File: config.mk
export PLATFORM = sky130hd
export DESIGN_NAME = alu_arbiter
export DESIGN_NICKNAME = d
export VERILOG_FILES = /design/src/rtl/alu_arbiter.sv
export SDC_FILE = /design/constraint.sdc
export NUM_CORES = 1
export LEC_CHECK = 0
export ABC_AREA = 1
export ABC_CLOCK_PERIOD_IN_PS = 12000
export CAP_MARGIN = 20
export CELL_PAD_IN_SITES_DETAIL_PLACEMENT = 1
export CELL_PAD_IN_SITES_GLOBAL_PLACEMENT = 2
export CORE_MARGIN = 4
export CORE_UTILIZATION = 28
export DETAILED_ROUTE_END_ITERATION = 10
export PLACE_DENSITY_LB_ADDON = 0.1
export RECOVER_POWER = 100
export SLEW_MARGIN = 20
export SYNTH_ARGS = -nofsm -noshare
export SYNTH_HDL_FRONTEND = slang
export SYNTH_SLANG_ARGS = --single-unit
File: constraint.sdc
create_clock -name clk -period 12 [get_ports clk]
set_clock_uncertainty 0.15 [all_clocks]
set_input_delay 2.4 -clock clk [delete_from_list [all_inputs] [get_ports clk]]
set_output_delay 2.4 -clock clk [all_outputs]
set_load 0.05 [all_outputs]
File: src/rtl/alu_arbiter.sv
// Round-robin arbiter sharing one 32-bit ALU between NUM_REQ valid/ready requesters.
// Optional feature macro: ALU_ARB_ILLEGAL_OP_CHECK_EN (flags unsupported opcodes via rsp_err).

module alu (
  input  logic [3:0]  op,
  input  logic [31:0] a,
  input  logic [31:0] b,
  output logic [31:0] out,
  output logic        zero,
  output logic        overflow
);
  logic [31:0] sum;
  logic [31:0] diff;

  assign sum  = a + b;
  assign diff = a - b;

  always_comb begin
    out      = '0;
    overflow = 1'b0;
    case (op)
      4'b0000: out = a & b;
      4'b0001: out = a | b;
      4'b0010: begin
        out      = sum;
        overflow = (a[31] == b[31]) && (sum[31] != a[31]);
      end
      4'b0110: begin
        out      = diff;
        overflow = (a[31] != b[31]) && (diff[31] != a[31]);
      end
      4'b0111: out = {31'b0, (a == b)};
      4'b1100: out = ~(a | b);
      default: out = '0;
    endcase
  end

  assign zero = (out == '0);
endmodule

module alu_arbiter #(
  parameter int NUM_REQ = 4,
  parameter int ID_W    = 2
) (
  input  logic                  clk,
  input  logic                  rst,
  input  logic [NUM_REQ-1:0]    req_valid,
  input  logic [NUM_REQ*4-1:0]  req_op,
  input  logic [NUM_REQ*32-1:0] req_a,
  input  logic [NUM_REQ*32-1:0] req_b,
  output logic [NUM_REQ-1:0]    req_ready,
  output logic                  rsp_valid,
  input  logic                  rsp_ready,
  output logic [ID_W-1:0]       rsp_id,
  output logic [31:0]           rsp_out,
  output logic                  rsp_zero,
  output logic                  rsp_overflow,
  output logic                  rsp_err,
  output logic [15:0]           op_count
);
  typedef enum logic [1:0] {IDLE, EXEC, RESP} state_t;

  state_t            state_reg, state_next;
  logic [ID_W-1:0]   rr_ptr_reg;
  logic [ID_W-1:0]   id_reg;
  logic [3:0]        op_reg;
  logic [31:0]       a_reg, b_reg;
  logic              rsp_valid_reg, rsp_zero_reg, rsp_overflow_reg, rsp_err_reg;
  logic [ID_W-1:0]   rsp_id_reg;
  logic [31:0]       rsp_out_reg;
  logic [15:0]       op_count_reg;

  logic [3:0]        op_arr [NUM_REQ];
  logic [31:0]       a_arr  [NUM_REQ];
  logic [31:0]       b_arr  [NUM_REQ];

  generate
    for (genvar gi = 0; gi < NUM_REQ; gi++) begin : g_unpack
      assign op_arr[gi] = req_op[4*gi +: 4];
      assign a_arr[gi]  = req_a[32*gi +: 32];
      assign b_arr[gi]  = req_b[32*gi +: 32];
    end
  endgenerate

  // Rotating priority search starting at rr_ptr_reg.
  logic            found;
  logic [ID_W-1:0] grant_id;
  int              idx;

  always_comb begin
    found    = 1'b0;
    grant_id = '0;
    idx      = 0;
    for (int k = 0; k < NUM_REQ; k++) begin
      idx = int'(rr_ptr_reg) + k;
      if (idx >= NUM_REQ) idx = idx - NUM_REQ;
      if (!found && req_valid[ID_W'(idx)]) begin
        found    = 1'b1;
        grant_id = ID_W'(idx);
      end
    end
  end

  logic accept;
  assign accept    = (state_reg == IDLE) && found;
  assign req_ready = (accept && !rst) ? (NUM_REQ'(1) << grant_id) : '0;

  logic [31:0] alu_out;
  logic        alu_zero, alu_overflow;

  alu u_alu (
    .op       (op_reg),
    .a        (a_reg),
    .b        (b_reg),
    .out      (alu_out),
    .zero     (alu_zero),
    .overflow (alu_overflow)
  );

  logic [31:0] res_out;
  logic        res_zero, res_overflow, res_err;

  always_comb begin
    res_out      = alu_out;
    res_zero     = alu_zero;
    res_overflow = alu_overflow;
    res_err      = 1'b0;
`ifdef ALU_ARB_ILLEGAL_OP_CHECK_EN
    case (op_reg)
      4'b0000, 4'b0001, 4'b0010, 4'b0110, 4'b0111, 4'b1100: res_err = 1'b0;
      default: begin
        res_err      = 1'b1;
        res_out      = '0;
        res_zero     = 1'b0;
        res_overflow = 1'b0;
      end
    endcase
`endif
  end

  always_ff @(posedge clk or posedge rst) begin
    if (rst) state_reg <= IDLE;
    else     state_reg <= state_next;
  end

  always_comb begin
    state_next = state_reg;
    case (state_reg)
      IDLE:    if (accept) state_next = EXEC;
      EXEC:    state_next = RESP;
      RESP:    if (rsp_ready) state_next = IDLE;
      default: state_next = IDLE;
    endcase
  end

  always_ff @(posedge clk or posedge rst) begin
    if (rst) begin
      rr_ptr_reg       <= '0;
      id_reg           <= '0;
      op_reg           <= '0;
      a_reg            <= '0;
      b_reg            <= '0;
      rsp_valid_reg    <= 1'b0;
      rsp_id_reg       <= '0;
      rsp_out_reg      <= '0;
      rsp_zero_reg     <= 1'b0;
      rsp_overflow_reg <= 1'b0;
      rsp_err_reg      <= 1'b0;
      op_count_reg     <= '0;
    end else begin
      if (accept) begin
        id_reg     <= grant_id;
        op_reg     <= op_arr[grant_id];
        a_reg      <= a_arr[grant_id];
        b_reg      <= b_arr[grant_id];
        rr_ptr_reg <= (int'(grant_id) == NUM_REQ - 1) ? '0 : grant_id + 1'b1;
      end
      if (state_reg == EXEC) begin
        rsp_valid_reg    <= 1'b1;
        rsp_id_reg       <= id_reg;
        rsp_out_reg      <= res_out;
        rsp_zero_reg     <= res_zero;
        rsp_overflow_reg <= res_overflow;
        rsp_err_reg      <= res_err;
      end
      // Handshake only counts while a response is actually pending.
      if (state_reg == RESP && rsp_ready) begin
        rsp_valid_reg <= 1'b0;
        op_count_reg  <= op_count_reg + 16'd1;
      end
    end
  end

  assign rsp_valid    = rsp_valid_reg;
  assign rsp_id       = rsp_id_reg;
  assign rsp_out      = rsp_out_reg;
  assign rsp_zero     = rsp_zero_reg;
  assign rsp_overflow = rsp_overflow_reg;
  assign rsp_err      = rsp_err_reg;
  assign op_count     = op_count_reg;
endmodule

==> reports/qor.csv, run 1 <==
metric,value,unit
status,"finished, violations left",
failing checks,"capacitance limit, slew limit",
Post-layout nets,2970,
full die area,53700,sq um
Routed Antenna Nets,0,
Synthesized Nets,2706,
Crit Path Max Fanout,80,
Vias,15618,
die height,232,um
worst hold slack,0.320,ns
first-pass GRT wire length,102000,um
synthesized cell area,14000,sq um
Buf/Inv on CP,4,
Worst Setup EP,req_ready[1],
critical path arrival,7.15,ns
endpoint class of the critical path,primary output,
H-tree depth,4,
fraction of registers with async set/reset,1.00,
min-delay worst type,reg2reg,
FF-to-FF path depth,13,
worst-path cell chain,dlygate4sd3_1 > nand2_1 > nand2_2 > nor2_1 > a31oi_1 > nor3_1 > nand2_1 > nand2_1 > nand2_1 > clkinv_2 > ha_1 > inv_1 > nor2_1 > dlygate4sd3_1,
Root Buffer,clkbuf_16,
number of I/O pins,337,
most frequent cells in the layout,"nand2_1, inv_1, nor2_1",
"top cells by area, synth","dfrtp_1, nand2_1, inv_1",
min Tclk post-route,9.70,ns
clk buf depth,2,
Post-Route M1 WL,31500,um
area grow syn2layout,30.8,%
fill count,6422,
CP peak stage delay,1.63,ns
layout cell share with drive strength beyond 1,0.0523,
worst path required time,9.45,ns
"area leader, netlist",dfrtp_1,
cell repeated most along the worst path,nand2_1,
period utilization,0.808,
Worst Setup SP,req_valid[3],
top_reg_cell synth,dfrtp_1,
post-cts resize count,0,
Post-synth EDFFs,0,
Yosys cell types,47,
largest net degree at the start of global routing,96,
clock transition at the registers of the reported paths,0.06,ns
met2 WL,30300,um
Slew Limit Fails,306,
GR Util All Layers,0.249,
met3 WL post-DR,3200,um
Total Wirelength,67000,um
Site Rows,81,
Sink Count,127,
crit start category,primary input,
Die Wd,232,um
sequential area share after synthesis,0.227,
gpl congestion,0.922,
1st-pass router iterations,4,
final hold viol count,0,
average wire per standard cell,20.5,um
gr ovfl total,0,
CTS tree,done,
Worst Max-Slew Pin Slew,3.68,ns
Vias/cell,4.78,
setup bufs post-CTS,0,
Yosys top cell area share,0.227,
"most common cell after layout, fill and taps aside",nand2_1,
Seq cells post-synth,127,
critical path type,in2out,
final setup vio count,0,
Core ar.,49200,sq um
Post-Syn Area per Cell,6.04,sq um
hold_buf cts,0,
initial antenna violation count,3,
post-detail-place hpwl,56400,um
YS warnings,0,
Max Cap Violations,5,
unrepaired setup endpoints after global routing,false,
crit-path leading delay family,simple AND/OR/NAND/NOR gates,
Initial Utilization,0.285,
clk_lat worst skew,0.46,ns
FF-to-FF setup slack,6.34,ns
port bufs,335,
DRC Markers,0,
reg2reg start,rr_ptr_reg[0]$_DFFE_PP0P_,
Cells after Synth,2321,
Initial DRC Count,672,
total CTS buffers,17,
Setup TNS Final,0,ns
Top Layer Used,met4,
Critical-path top delay cell,nand2_1,
FF-to-FF End,a_reg[26]$_DFFE_PP0P_,
Slew headroom,-1.46,
vias in the first global route,16537,
FMAX,0.103,GHz
number of cells on the critical path,14,
-- area by class of cell --
type                       count  area (sq um)  share of cell area
multi-input combinational   1722          8900               0.485
timing repair buffer         347          3430               0.187
sequential                   127          3180               0.173
inverter                     370          1400              0.0761
tap                          664           831              0.0453
clock buffer                  17           425              0.0232
clock inverter                15           171             0.00935
antenna                        2          5.00            0.000273
-- how the worst min path moves through the flow --
stage / start / end / slack, ns / depth (start not counted)
2_1_floorplan: id_reg[0]$_DFFE_PP0P_ / id_reg[0]$_DFFE_PP0P_ / 0.33 / 2
3_3_place_gp: op_count[15]$_DFFE_PP0P_ / op_count[15]$_DFFE_PP0P_ / 0.31 / 1
3_5_place_dp: rsp_out[28]$_DFFE_PP0P_ / rsp_out[28]$_DFFE_PP0P_ / 0.32 / 2
4_1_cts: op_count[15]$_DFFE_PP0P_ / op_count[15]$_DFFE_PP0P_ / 0.33 / 1
5_1_grt: op_count[15]$_DFFE_PP0P_ / op_count[15]$_DFFE_PP0P_ / 0.34 / 1
6_report: op_count[15]$_DFFE_PP0P_ / op_count[15]$_DFFE_PP0P_ / 0.32 / 1
-- stage by stage --
step	cells	util	instance area (sq um)	setup WS, ns
after floorplan	2321	-	14000	3.20
after global placement	3230	0.362	17800	3.79
after detailed placement	3230	0.362	17800	3.80
after CTS	3262	0.374	18400	3.77
after global routing	3263	0.373	18300	1.77
final	3264	0.373	18300	2.30
-- cell usage after synthesis (all sizes together), types with 2 or more instances --
library cell and n:
a221oi 23, o22ai 2, xnor2 7, ha 104, nand3 176, or2 67
nor2 284, a21oi 58, inv 369, nand3b 3, a31oi 5, and2 4
buf 54, clkbuf 48, nand4 22, o21bai 10, fa 2, nor3 12
o211ai 101, nand2 709, dfrtp 127, a21o 2, o21ai 118, xor2 5
-- cell families (layout without fill, tap and decap cells) --
group | after synthesis | after routing | share of synthesized area
and+or+nand+nor | 1280 | 1280 | 0.380
DFF | 127 | 127 | 0.227
adders and majority gates | 106 | 106 | 0.0957
AOI/OAI and AO/OA | 321 | 321 | 0.152
buffers and inverters | 472 | 749 | 0.136
other | 1 | 3 | 0.000268
xor gates and xnor gates | 12 | 12 | 0.00804
muxes | 2 | 2 | 0.00152
-- routing by layer --
layer | up-vias | track usage
met5 | - | 0
met4 | 0 | 0.0727
met3 | 58 | 0.0458
met2 | 343 | 0.401
met1 | 7384 | 0.340
li1 | 7833 | -
Power of run 1 is left out: the tool's default activity adds up to more than one toggle a clock period on the data nets, which glitch-free logic cannot reach.
==> run 2: changes to the inputs <==
ABC_CLOCK_PERIOD_IN_PS = 9400   (was 12000)
CORE_UTILIZATION = 26   (was 28)
clock period = 9.4 ns   (was 12 ns; I/O delays follow)
==> reports/qor.csv, run 2 (synthesis gave the netlist of run 1 again) <==
metric,value,unit
status,"finished, violations left",
failing checks,"capacitance limit, slew limit",
post-detail-place hpwl,57700,um
first-pass GRT wire length,104000,um
full die area,57700,sq um
Routed Antenna Nets,0,
final hold viol count,0,
clk_lat worst skew,0.49,ns
Worst Max-Slew Pin Slew,3.86,ns
unrepaired setup endpoints after global routing,false,
CP peak stage delay,0.89,ns
worst path required time,7.37,ns
critical path type,in2out,
FF-to-FF End,b_reg[30]$_DFFE_PP0P_,
Slew headroom,-1.57,
Max Cap Violations,7,
Critical-path top delay cell,dlygate4sd3_1,
most frequent cells in the layout,"nand2_1, inv_1, nor2_1",
Reg area,3180,sq um
Vias/cell,4.81,
Initial Utilization,0.264,
FMAX,0.128,GHz
DRC Markers,0,
layout cell share with drive strength beyond 1,0.0524,
die height,240,um
clock transition at the registers of the reported paths,0.06,ns
worst setup slack after layout,1.60,ns
Initial DRC Count,738,
Root Buffer,clkbuf_16,
FF-to-FF setup slack,3.48,ns
fill count,6907,
post-cts resize count,0,
CTS tree,done,
Worst Setup SP,req_valid[3],
worst-path cell chain,dlygate4sd3_1 > nand2_1 > nand2_1 > nand2_1 > nand2_2 > nor3_1 > nand2_1 > nand2_1 > nand2_4 > clkinv_2 > buf_4 > ha_1 > inv_1 > nor2_1 > dlygate4sd3_1,
hold_buf cts,0,
Sink Count,127,
number of I/O pins,337,
H-tree depth,4,
final setup vio count,0,
min Tclk post-route,7.80,ns
Die Wd,240,um
crit start category,primary input,
Worst Setup EP,req_ready[1],
"most common cell after layout, fill and taps aside",nand2_1,
Site Rows,84,
reg2reg start,rr_ptr_reg[0]$_DFFE_PP0P_,
period utilization,0.830,
vias in the first global route,16647,
FF-to-FF path depth,12,
GR Util All Layers,0.240,
min-delay worst type,reg2reg,
Crit Path Max Fanout,79,
critical path arrival,5.77,ns
gr ovfl total,0,
Vias,15825,
port bufs,335,
total CTS buffers,17,
largest net degree at the start of global routing,97,
Place WS,1.88,ns
initial antenna violation count,9,
Core ar.,53000,sq um
Post-layout nets,2969,
clk buf depth,2,
1st-pass router iterations,5,
Multi-input gate area,8910,sq um
Setup TNS Final,0,ns
area grow syn2layout,31.4,%
cell repeated most along the worst path,nand2_1,
Slew Limit Fails,336,
Total Wirelength,68800,um
average wire per standard cell,20.9,um
gpl congestion,0.899,
setup bufs post-CTS,0,
endpoint class of the critical path,primary output,
==> run 2: cell types whose count changed in the layout (fill, tap and decap cells not counted), moves of 2 or more <==
| cell | before | now |
|---|---|---|
| buf_4 | 8 | 6 |
| clkinv_4 | 4 | 0 |
| nor2_4 | 0 | 2 |
| inv_6 | 4 | 6 |
| nor2_1 | 281 | 279 |
==> run 2: how the worst min path moves through the flow <==
stage,from,to,depth (start not counted)
floorplan,id_reg[0]$_DFFE_PP0P_,id_reg[0]$_DFFE_PP0P_,2
global placement,rsp_out[24]$_DFFE_PP0P_,rsp_out[24]$_DFFE_PP0P_,2
detailed placement,rsp_zero$_DFFE_PP0P_,rsp_zero$_DFFE_PP0P_,2
CTS,rsp_zero$_DFFE_PP0P_,rsp_zero$_DFFE_PP0P_,2
global route,op_count[15]$_DFFE_PP0P_,op_count[15]$_DFFE_PP0P_,1
finish,rsp_zero$_DFFE_PP0P_,rsp_zero$_DFFE_PP0P_,2
==> run 2: cell type report <==
type,count,area share
Clock buffer,17,0.0231
Inverter,370,0.0758
Sequential cell,127,0.173
Clock inverter,15,0.0104
Timing Repair Buffer,346,0.187
Antenna cell,3,0.000408
Tap cell,688,0.0468
Multi-Input combinational cell,1722,0.484
==> run 2: layer usage <==
metal	track usage	up-vias	share of wire
li1	-	7854	-
met1	0.332	7565	0.48
met2	0.379	330	0.45
met3	0.0531	68	0.053
met4	0.0651	8	0.021
met5	0	-	0.00080
==> run 2: critical path: cells and delay by family <==
kind | cells | cell delay, ns
buf+inv | 5 | 2.16
simple gates | 9 | 1.43
fa+ha+maj | 1 | 0.25
==> run 2: per-stage QoR <==
step | cells | util | area [sq um] | hold slack, ns
6_report | 3288 | 0.348 | 18400 | 0.319
5_1_grt | 3286 | 0.347 | 18400 | 0.351
2_1_floorplan | 2321 | - | 14000 | 0.328
3_5_place_dp | 3252 | 0.336 | 17800 | 0.316
4_1_cts | 3284 | 0.348 | 18400 | 0.334
3_3_place_gp | 3252 | 0.336 | 17800 | 0.312
Power of run 2 is left out for the same reason.
==> run 3: changes to the inputs <==
ABC_CLOCK_PERIOD_IN_PS = 7700   (was 9400)
clock period = 7.7 ns   (was 9.4 ns; I/O delays follow)
==> reports/qor.csv, run 3 (synthesis gave the netlist of run 1 again) <==
metric,value,unit
first-pass GRT wire length,103000,um
Post-layout nets,2971,
most frequent cells in the layout,"nand2_1, inv_1, nor2_1",
Sink Count,127,
cell repeated most along the worst path,nand2_1,
GR Util All Layers,0.238,
Slew headroom,-1.37,
number of I/O pins,337,
largest net degree at the start of global routing,91,
Hold EP,rsp_zero$_DFFE_PP0P_,
CP peak stage delay,2.03,ns
1st-pass router iterations,5,
layout cell share with drive strength beyond 1,0.0550,
"most common cell after layout, fill and taps aside",nand2_1,
total CTS buffers,17,
gpl congestion,0.900,
Crit Path Max Fanout,90,
clk_lat worst skew,0.49,ns
fill count,6860,
setup bufs post-CTS,0,
Worst Max-Slew Pin Slew,3.56,ns
clk buf depth,2,
fin area,18400,sq um
gr ovfl total,0,
vias in the first global route,16688,
clock transition at the registers of the reported paths,0.07,ns
worst path required time,7.91,ns
post-detail-place hpwl,57900,um
Buf/Inv on CP,3,
min-delay worst type,reg2reg,
H-tree depth,4,
Initial Utilization,0.264,
full die area,57700,sq um
Vias,15749,
CTS tree,done,
unrepaired setup endpoints after global routing,false,
FF-to-FF setup slack,1.81,ns
failing checks,"capacitance limit, slew limit",
period utilization,0.886,
Setup TNS Final,0,ns
Max Cap Violations,6,
Site Rows,84,
Multi-input gate area,8940,sq um
worst setup slack after layout,0.877,ns
Place WS,1.24,ns
Hold Path Depth,2,
crit start category,primary input,
post-cts resize count,0,
die height,240,um
Total Wirelength,68700,um
Initial DRC Count,735,
Core ar.,53000,sq um
Die Wd,240,um
critical path arrival,7.03,ns
reg2reg start,rr_ptr_reg[0]$_DFFE_PP0P_,
hold path startpoint,rsp_zero$_DFFE_PP0P_,
Root Buffer,clkbuf_16,
area grow syn2layout,31.4,%
Vias/cell,4.79,
endpoint class of the critical path,flip-flop,
Slew Limit Fails,299,
final setup vio count,0,
worst-path cell chain,dlygate4sd3_1 > nand2_1 > nand2_1 > nand2_1 > nand2_1 > nor3_1 > nand2_1 > nand2_1 > nand2_4 > clkinvlp_2 > clkbuf_1 > o21ai_0 > nand2_1 > nand2_1 > o21ai_0,
DRC Markers,0,
Reg area,3180,sq um
port bufs,335,
hold_buf cts,0,
Routed Antenna Nets,0,
Placed Area,17800,sq um
critical path type,in2reg,
initial antenna violation count,5,
FF-to-FF End,a_reg[29]$_DFFE_PP0P_,
FF-to-FF path depth,15,
FMAX,0.147,GHz
crit-path leading delay family,buffers and inverters,
status,"finished, violations left",
final hold viol count,0,
average wire per standard cell,20.9,um
min Tclk post-route,6.82,ns
Critical-path top delay cell,clkbuf_1,
[run 3: worst reg2reg max path: stages, from the launching register on]
cell and delay (ns):
dfrtp_1 0.58, inv_2 0.12, nand2_1 0.11, nand2_1 0.06
nand2_1 0.08, nand2_1 0.10, nor3_1 0.33, nand2_1 0.13
nand2_1 0.13, nand2_4 0.46, clkinvlp_2 0.39, clkbuf_1 2.03
o21ai_0 0.54, nand2_1 0.31, nand2_1 0.09, o21ai_0 0.16
[run 3: layout make-up]
type / count / share of cell area
diodes: 4 / 0.000544
clock buffers: 17 / 0.0231
clock inverters: 15 / 0.00775
inverters: 370 / 0.0758
multi-input cells: 1722 / 0.486
flip-flops and latches: 127 / 0.173
well taps: 688 / 0.0468
repair buffers: 348 / 0.188
[run 3: how the worst max path moves through the flow]
stage,slack [ns],cells past startpoint,start,end
floorplan,0.62,3,rst,req_ready[0]
global placement,1.35,14,req_valid[3],req_ready[3]
detailed placement,1.24,14,req_valid[3],req_ready[3]
CTS,1.22,14,req_valid[3],req_ready[3]
global route,0.52,15,req_valid[1],a_reg[29]$_DFFE_PP0P_
finish,0.88,15,req_valid[1],a_reg[29]$_DFFE_PP0P_
[run 3: metal layers]
layer,wire (um),track usage
met4,1350,0.0607
met2,30800,0.379
met1,32400,0.323
met5,26,0
met3,4090,0.0630
[run 3: per-stage QoR]
stage	instances	hold slack, ns	util
after CTS	3286	0.334	0.347
final	3291	0.323	0.348
after detailed placement	3254	0.316	0.337
after floorplan	2321	0.328	-
after global placement	3254	0.312	0.337
after global routing	3287	0.352	0.347
Power of run 3 is left out for the same reason.
